$ cat config.mk
export PLATFORM = sky130hd
export DESIGN_NAME = key_digit_buffer
export DESIGN_NICKNAME = d
export VERILOG_FILES = /design/src/rtl/key_digit_buffer.sv
export SDC_FILE = /design/constraint.sdc
export NUM_CORES = 1
export LEC_CHECK = 0
export BUFFER_PORTS_ARGS = -buffer_cell sky130_fd_sc_hd__buf_2
export CORE_MARGIN = 2
export CORE_UTILIZATION = 50
export DETAILED_ROUTE_END_ITERATION = 12
export GPL_TIMING_DRIVEN = 0
export PLACE_DENSITY = 0.84
export SYNTH_ARGS = -nofsm -noshare
export SYNTH_HDL_FRONTEND = slang
export SYNTH_SLANG_ARGS = --single-unit
$ cat constraint.sdc
create_clock -name hz100 -period 3.8 [get_ports hz100]
set_input_delay 0.38 -clock hz100 [delete_from_list [all_inputs] [get_ports hz100]]
set_output_delay 0.38 -clock hz100 [all_outputs]
set_load 0.005 [all_outputs]
$ cat src/rtl/key_digit_buffer.sv
// key_digit_buffer: debounced keypad digit entry buffer.
// Synchronizes the keypad encoder outputs, debounces the strobe, and keeps a
// shift buffer of up to DIGITS 4-bit digits with clear and backspace.
// Optional build macro: KEY_DIGIT_BUFFER_ROLL_EN -- when defined, an accept
// into a full buffer drops the oldest digit instead of pulsing overflow.
module key_digit_buffer #(
    parameter int unsigned DIGITS   = 8,
    parameter int unsigned DEBOUNCE = 2
) (
    input  logic                  hz100,
    input  logic                  reset,
    input  logic [3:0]            code,
    input  logic                  strobe,
    input  logic                  clear,
    input  logic                  back,
    output logic [4*DIGITS-1:0]   digits,
    output logic [3:0]            count,
    output logic                  full,
    output logic                  key_pulse,
    output logic [3:0]            key_code,
    output logic                  overflow
);

    localparam int unsigned DW      = 4 * DIGITS;
    localparam logic [3:0]  DEB_CNT = 4'(DEBOUNCE);
    localparam logic [3:0]  MAX_CNT = 4'(DIGITS);

    typedef enum logic [1:0] {
        IDLE      = 2'd0,
        ARMING    = 2'd1,
        HELD      = 2'd2,
        RELEASING = 2'd3
    } state_t;

    state_t      state;
    logic [3:0]  stab_cnt;

    logic [3:0]  code_s1, code_s2;
    logic        strobe_s1, strobe_s2;
    logic        clear_s1, clear_s2;
    logic        back_s1, back_s2;
    logic        back_prev;
    logic [1:0]  sync_primed;

    logic        accept_c;
    logic        back_rise_c;
    logic [DW-1:0] digits_shl_c;
    logic [DW-1:0] digits_shr_c;

    // Two-flop synchronizers; sync_primed marks when stage two holds a real
    // pin sample again after reset, so the back edge detector ignores the
    // zeros reset leaves in the pipeline.
    always_ff @(posedge hz100) begin
        if (!reset) begin
            code_s1     <= 4'd0;
            code_s2     <= 4'd0;
            strobe_s1   <= 1'b0;
            strobe_s2   <= 1'b0;
            clear_s1    <= 1'b0;
            clear_s2    <= 1'b0;
            back_s1     <= 1'b0;
            back_s2     <= 1'b0;
            sync_primed <= 2'b00;
        end else begin
            code_s1     <= code;
            code_s2     <= code_s1;
            strobe_s1   <= strobe;
            strobe_s2   <= strobe_s1;
            clear_s1    <= clear;
            clear_s2    <= clear_s1;
            back_s1     <= back;
            back_s2     <= back_s1;
            sync_primed <= {sync_primed[0], 1'b1};
        end
    end

    // Back edge history; loaded to 1 so a button held through reset is not a press.
    always_ff @(posedge hz100) begin
        if (!reset) begin
            back_prev <= 1'b1;
        end else if (sync_primed[1]) begin
            back_prev <= back_s2;
        end
    end

    // Event decode and shifted buffer candidates.
    always_comb begin
        accept_c     = (state == ARMING) && strobe_s2 && (stab_cnt == DEB_CNT);
        back_rise_c  = sync_primed[1] && back_s2 && !back_prev;
        digits_shl_c = (digits << 4) | DW'(code_s2);
        digits_shr_c = digits >> 4;
    end

    // Strobe debounce FSM with stability counter.
    always_ff @(posedge hz100) begin
        if (!reset) begin
            state    <= IDLE;
            stab_cnt <= 4'd0;
        end else begin
            case (state)
                IDLE: begin
                    if (strobe_s2) begin
                        state    <= ARMING;
                        stab_cnt <= 4'd1;
                    end
                end
                ARMING: begin
                    if (!strobe_s2) begin
                        state <= IDLE;
                    end else if (stab_cnt == DEB_CNT) begin
                        state <= HELD;
                    end else begin
                        stab_cnt <= stab_cnt + 4'd1;
                    end
                end
                HELD: begin
                    if (!strobe_s2) begin
                        state    <= RELEASING;
                        stab_cnt <= 4'd1;
                    end
                end
                RELEASING: begin
                    if (strobe_s2) begin
                        state <= HELD;
                    end else if (stab_cnt == DEB_CNT) begin
                        state <= IDLE;
                    end else begin
                        stab_cnt <= stab_cnt + 4'd1;
                    end
                end
                default: begin
                    state    <= IDLE;
                    stab_cnt <= 4'd0;
                end
            endcase
        end
    end

    // Digit buffer: clear beats accept beats back; losers are dropped, not queued.
    always_ff @(posedge hz100) begin
        if (!reset) begin
            digits    <= '0;
            count     <= 4'd0;
            full      <= 1'b0;
            key_pulse <= 1'b0;
            key_code  <= 4'd0;
            overflow  <= 1'b0;
        end else begin
            key_pulse <= 1'b0;
            overflow  <= 1'b0;
            if (clear_s2) begin
                digits <= '0;
                count  <= 4'd0;
                full   <= 1'b0;
            end else if (accept_c) begin
                key_code <= code_s2;
                if (count < MAX_CNT) begin
                    digits    <= digits_shl_c;
                    count     <= count + 4'd1;
                    full      <= ((count + 4'd1) == MAX_CNT);
                    key_pulse <= 1'b1;
                end else begin
`ifdef KEY_DIGIT_BUFFER_ROLL_EN
                    digits    <= digits_shl_c;
                    key_pulse <= 1'b1;
`else
                    overflow  <= 1'b1;
`endif
                end
            end else if (back_rise_c && (count != 4'd0)) begin
                digits <= digits_shr_c;
                count  <= count - 4'd1;
                full   <= 1'b0;
            end
        end
    end

endmodule

After elaboration in Yosys (flattened, before gate mapping)

Cells that the tools add are included.

Flip-flop bits (word level): 66

Add/subtract/negate cells: 3
$lt $le $gt $ge: 1
Equal/unequal tests: 12
Muxes and demuxes: 25
Bitwise gates (word level): 4
Reduce and logical (&&, ||, !) cells: 15

Operator list:

| kind                                                               | count |
|---|---|
| 32-bit 2-to-1 mux                                                  | 3 |
| 4-bit 2-to-1 mux                                                   | 8 |
| 32-bit by 4-bit bitwise OR with 32-bit output                      | 1 |
| 4-bit one-hot mux with 4 select lines                              | 1 |
| 2-bit 2-to-1 mux                                                   | 6 |
| 4-bit by 1-bit adder with 4-bit output, second input constant      | 2 |
| 2-bit != test, second input constant                               | 4 |
| 2-bit one-hot mux with 4 select lines                              | 1 |
| 4-bit AND reduction                                                | 2 |
| 1-bit 2-to-1 mux                                                   | 6 |
| 1-bit logical AND                                                  | 5 |
| 2-bit == test, second input constant                               | 2 |
| 4-bit by 2-bit == test with 1-bit output, second input constant    | 1 |
| 4-bit == test, second input constant                               | 1 |
| 4-bit less-than comparator, second input constant                  | 1 |
| 2-bit AND reduction                                                | 2 |
| 4-bit nonzero test                                                 | 1 |
| 4-bit by 1-bit subtractor with 4-bit output, second input constant | 1 |
| 3-bit by 2-bit != test with 1-bit output, second input constant    | 1 |
| 3-bit != test, second input constant                               | 1 |
| 1-bit NOT                                                          | 3 |
| 3-bit OR reduction                                                 | 1 |
| 2-bit by 1-bit == test with 1-bit output, second input constant    | 1 |
| 2-bit zero test                                                    | 1 |
| 4 further kinds                                                    | 4 |

Longest topological paths before layout

Depth in word-level cells: 5
Gate-level depth with buffers: 8
Gate-level depth less buffers: 6

Worst setup path after synthesis

No wires, ideal clock.

Kind: reg2reg
Start: reg stab_cnt[0]
End: reg digits[0]
Setup time: 147 ps
Arrival time: 1639 ps
Required time: 3653 ps
Setup slack: 2014 ps
Cell stages (with the launch flop): 9
Buffers on the path: 2
Path through: dfxtp_1 > inv_1 > ha_1 > nor4bb_1 > buf_4 > a211o_4 > nand2_4 > buf_6 > a311oi_2

Cells in the longest elaborated chain, start to end: 4
Elaborated cells on any way between the ends: 6

Ends and longest elaborated chain:

| element                                                                                         | line | RTL |
|---|---|---|
| start, declared                                                                                 | 36   | `logic [3:0] stab_cnt;` |
| start signal, assigned                                                                          | 113  | `stab_cnt <= stab_cnt + 4'd1;` |
| start signal, assigned                                                                          | 128  | `stab_cnt <= stab_cnt + 4'd1;` |
| 4-bit by 2-bit == test with 1-bit output *                                                      | 88   | `accept_c = (state == ARMING) && strobe_s2 && (stab_cnt == DEB_CNT);` |
| 1-bit logical AND *                                                                             | 88   |  |
| 2-bit by 1-bit != test with 1-bit output (no line) / 2-bit nonzero test (equally long branches) | -    |  |
| 2-bit AND reduction (no line)                                                                   | -    |  |
| end signal, assigned                                                                            | 158  | `digits <= digits_shl_c;` |
| end signal, assigned                                                                            | 171  | `digits <= digits_shr_c;` |
| end, declared                                                                                   | 16   | `output logic [4*DIGITS-1:0] digits,` |

Mark *: on every way between the ends. The rest lies on a longest branch, timed or not.
A chain may end at the register's enable or synchronous reset.

Final worst setup path

Start: reg stab_cnt[0]
End: reg digits[8]

The elaborated chain is that of the path after synthesis.

==> impl_results.md <==
* Status: completed
* Power per cell area at 429 mW/mm2
* Synth Net Count at 331
* Worst Path Required at 4060 ps
* Synth-to-Final Area Change at 20.8%
* Chip Height at 81.5 um
* Hold_buf cts at 0
* First-pass iteration count of the detailed router at 5
* Largest area contributor in the netlist: dfxtp_1
* Slew Viols, Final at 0
* Worst Tran Pin Value at 733 ps
* R2R setup slack at 1700 ps
* Setup Buffers After CTS at 0
* FF-to-FF End: digits[8]$_SDFFE_PP0P_
* Setup TNS at 0 ps
* Clock transition at the registers of the reported paths at 70 ps
* Total gr overflow at 0
* DRT antenna net count at 0
* Hold EP: strobe_s1$_SDFF_PN0_
* I/O pin total at 52
* CTS tree: yes
* Final worst path period share at 0.552
* Fin nets at 393
* Min-delay worst type: primary input to flop
* Post-synth EDFFs at 0
* Standby leakage power at 1.31 nW
* Worst slew margin at 0.511
* ANT cells at 0
* Critical path type: flop to flop
* DPL Wire Length at 5220 um
* H-tree depth at 3
* CP peak stage delay at 410 ps
* Tot GR Track Use at 0.240
* Cell area after synthesis at 0.00300 mm2
* Yosys warns at 0
* Total die area at 0.00664 mm2
* Minimum clock period at 2100 ps
* Worst path bufs/invs at 3
* Initial DRC count at 286
* Clock latency on the worst-skew pair at 350 ps
* CTS max path bufs at 2
* Hold WS at 236 ps
* Area contributors post-synth: dfxtp_1 44%, a311oi_2 10%, o21ai_0 5.7%
* Root Driver: clkbuf_8
* Yosys cell types at 44
* # port buffers at 51
* #FFs+latches synth at 66
* Layout cells sized above 1 at 0.286
* Clk_skew at 11.1 ps
* DP Area at 0.00335 mm2
* Final setup violation count at 0
* Worst vdd ir at 314 uV
* Routed len/inst at 16.6 um
* Area occupied by registers at 0.00132 mm2
* Mean post-synth cell area at 9.47 um2
* Antenna violations before repair at 0
* CTS buffer count at 9
* Post-synth top area share at 0.440
* RSZ-0062 raised after global routing: no
* Routed vias at 2,710
* Post-route cell area at 0.00363 mm2
* Post-Route WL at 7640 um
* Maxcap violations at 0
* Reg2Reg Depth at 7
* Row count at 28
* DRC at 0
* RePlAce Congestion at 0.866
* Via density per instance at 5.90
* Largest net degree at the start of global routing at 13
* Startpoint types: flop
* Highest Clock Rate at 0.477 GHz
* Asr flop ratio synth at 0
* Seq/Total Area, Yosys at 0.440
* Critical-path cell with the highest stage delay: dfxtp_1
* CP endpoint kind: flop
* Area of the multi-input gates at 0.00152 mm2
* Die width at 81.5 um
* Cell-by-cell trace of the critical path: inv_1 -> ha_1 -> nand4bb_1 -> buf_2 -> clkbuf_1 -> o21ai_0 -> a311oi_2
* Hold path depth at 2
* Critical Path Fanout Max at 10
* Core area at 0.00585 mm2
* First-pass GRT wire length at 12,100 um
* Synth Flop Type: dfxtp_1
* Starting Density at 0.513
* Cts repair resizes at 0
* Mapped Cells at 317
* FILL cells at 496
* Final hold vios at 0
* Vias in the first global route at 2,475
* Crit path max-delay family: buffers and inverters
* Worst Path Arrival at 2360 ps
* Reg2Reg Launch Point: stab_cnt[0]$_SDFFE_PN0P_
* Clock Sinks at 66
* Hold Startpoint: strobe
-- cells in the mapped netlist, drive strengths merged, types with 2 or more instances --
library cell,number
dfxtp,66
nand2,39
o21ai,36
nor3,33
a311oi,28
and2,17
clkbuf,15
buf,12
a21oi,9
nand3,8
mux2i,6
nor2b,6
ha,5
a21boi,4
inv,4
nand2b,4
nor3b,3
nor4,3
a211oi,2
a31oi,2
nand3b,2
nor2,2
-- cell families after synthesis --
kind of cell	count (synthesis)	synth area share
xor gates and xnor gates	1	0.00292
buffers and inverters	31	0.0525
AOI/OAI and AO/OA	86	0.240
adders and majority gates	5	0.0208
DFF	66	0.440
muxes	7	0.0238
and+or+nand+nor	121	0.220
-- power breakdown --
group,internal [mW],total [mW],switching (mW)
sequential,0.701,0.705,0.00445
combinational,0.0140,0.0396,0.0256
clock,0.522,0.809,0.287
total,1.24,1.55,0.317
-- stage by stage --
stage               std cells  total power [mW]  utilization  worst slack, ps
floorplan                 317             0.747            -             2010
global placement          443             0.759        0.573             1850
detailed placement        443             0.760        0.573             1780
CTS                       459              1.56        0.620             1760
global route              459              1.60        0.620             1630
finish                    459              1.55        0.620             1700
-- worst max-delay path by stage --
stage | slack [ps] | cells past startpoint | end | startpoint
after floorplan | 2010 | 8 | digits[0]$_SDFFE_PP0P_ | stab_cnt[0]$_SDFFE_PN0P_
after detailed placement | 1780 | 8 | digits[3]$_SDFFE_PP0P_ | stab_cnt[0]$_SDFFE_PN0P_
final | 1700 | 7 | digits[8]$_SDFFE_PP0P_ | stab_cnt[0]$_SDFFE_PN0P_
after CTS | 1760 | 7 | digits[8]$_SDFFE_PP0P_ | stab_cnt[0]$_SDFFE_PN0P_
after global placement | 1850 | 8 | digits[1]$_SDFFE_PP0P_ | stab_cnt[0]$_SDFFE_PN0P_
after global routing | 1630 | 7 | digits[8]$_SDFFE_PP0P_ | stab_cnt[0]$_SDFFE_PN0P_
-- layout by cell type, fill, tap and decap left out, drive strengths merged --
cell type,count
nand4,1
nor3b,3
o21ai,36
buf,63
clkbuf,25
nand3,8
ha,5
clkinv,2
a2111oi,1
bufinv,4
and2b,1
nand4bb,1
nor2b,6
mux2i,6
a21boi,4
o21a,1
dfxtp,66
nand3b,2
nor2,2
xnor2,1
nor4,3
and2,17
inv,4
a211o,1
a31oi,2
a211oi,2
o211a,1
mux2,1
a21oi,9
nor3,33
nand2b,4
a311oi,28
o221a,1
nor4bb,1
nand2,39
-- flip-flops by register name, indices dropped and copies added (netlist names), 2 cells and up, named ones only --
signal       cells
count            4
code_s2          4
sync_primed      2
digits          32
stab_cnt         4
key_code         4
code_s1          4
-- area by class of cell --
cell class | instances | area share
tap | 75 | 0.0259
timing repair buffer | 51 | 0.0704
buffer | 27 | 0.0393
multi-input combinational | 220 | 0.420
sequential | 66 | 0.364
inverter | 4 | 0.00414
clock buffer | 10 | 0.0380
clock inverter | 6 | 0.0380
-- layer usage --
layer | GRT usage | vias to the layer above | wire length, um
met1 | 0.301 | 1275 | 3290
li1 | - | 1283 | -
met2 | 0.383 | 125 | 3580
met4 | 0.134 | 0 | 241
met3 | 0.0527 | 27 | 525
met5 | 0 | - | 0
-- worst register-to-register path: cells and delay by family (launching register included) --
| kind | cells | cell delay (ps) |
|---|---|---|
| AND/OR/NAND/NOR | 1 | 100 |
| flip-flops | 1 | 410 |
| AO/OA/AOI/OAI | 2 | 520 |
| buffers and inverters | 3 | 750 |
| adder cells (fa/ha/maj) | 1 | 220 |
Power figures use the tool's default switching activity.
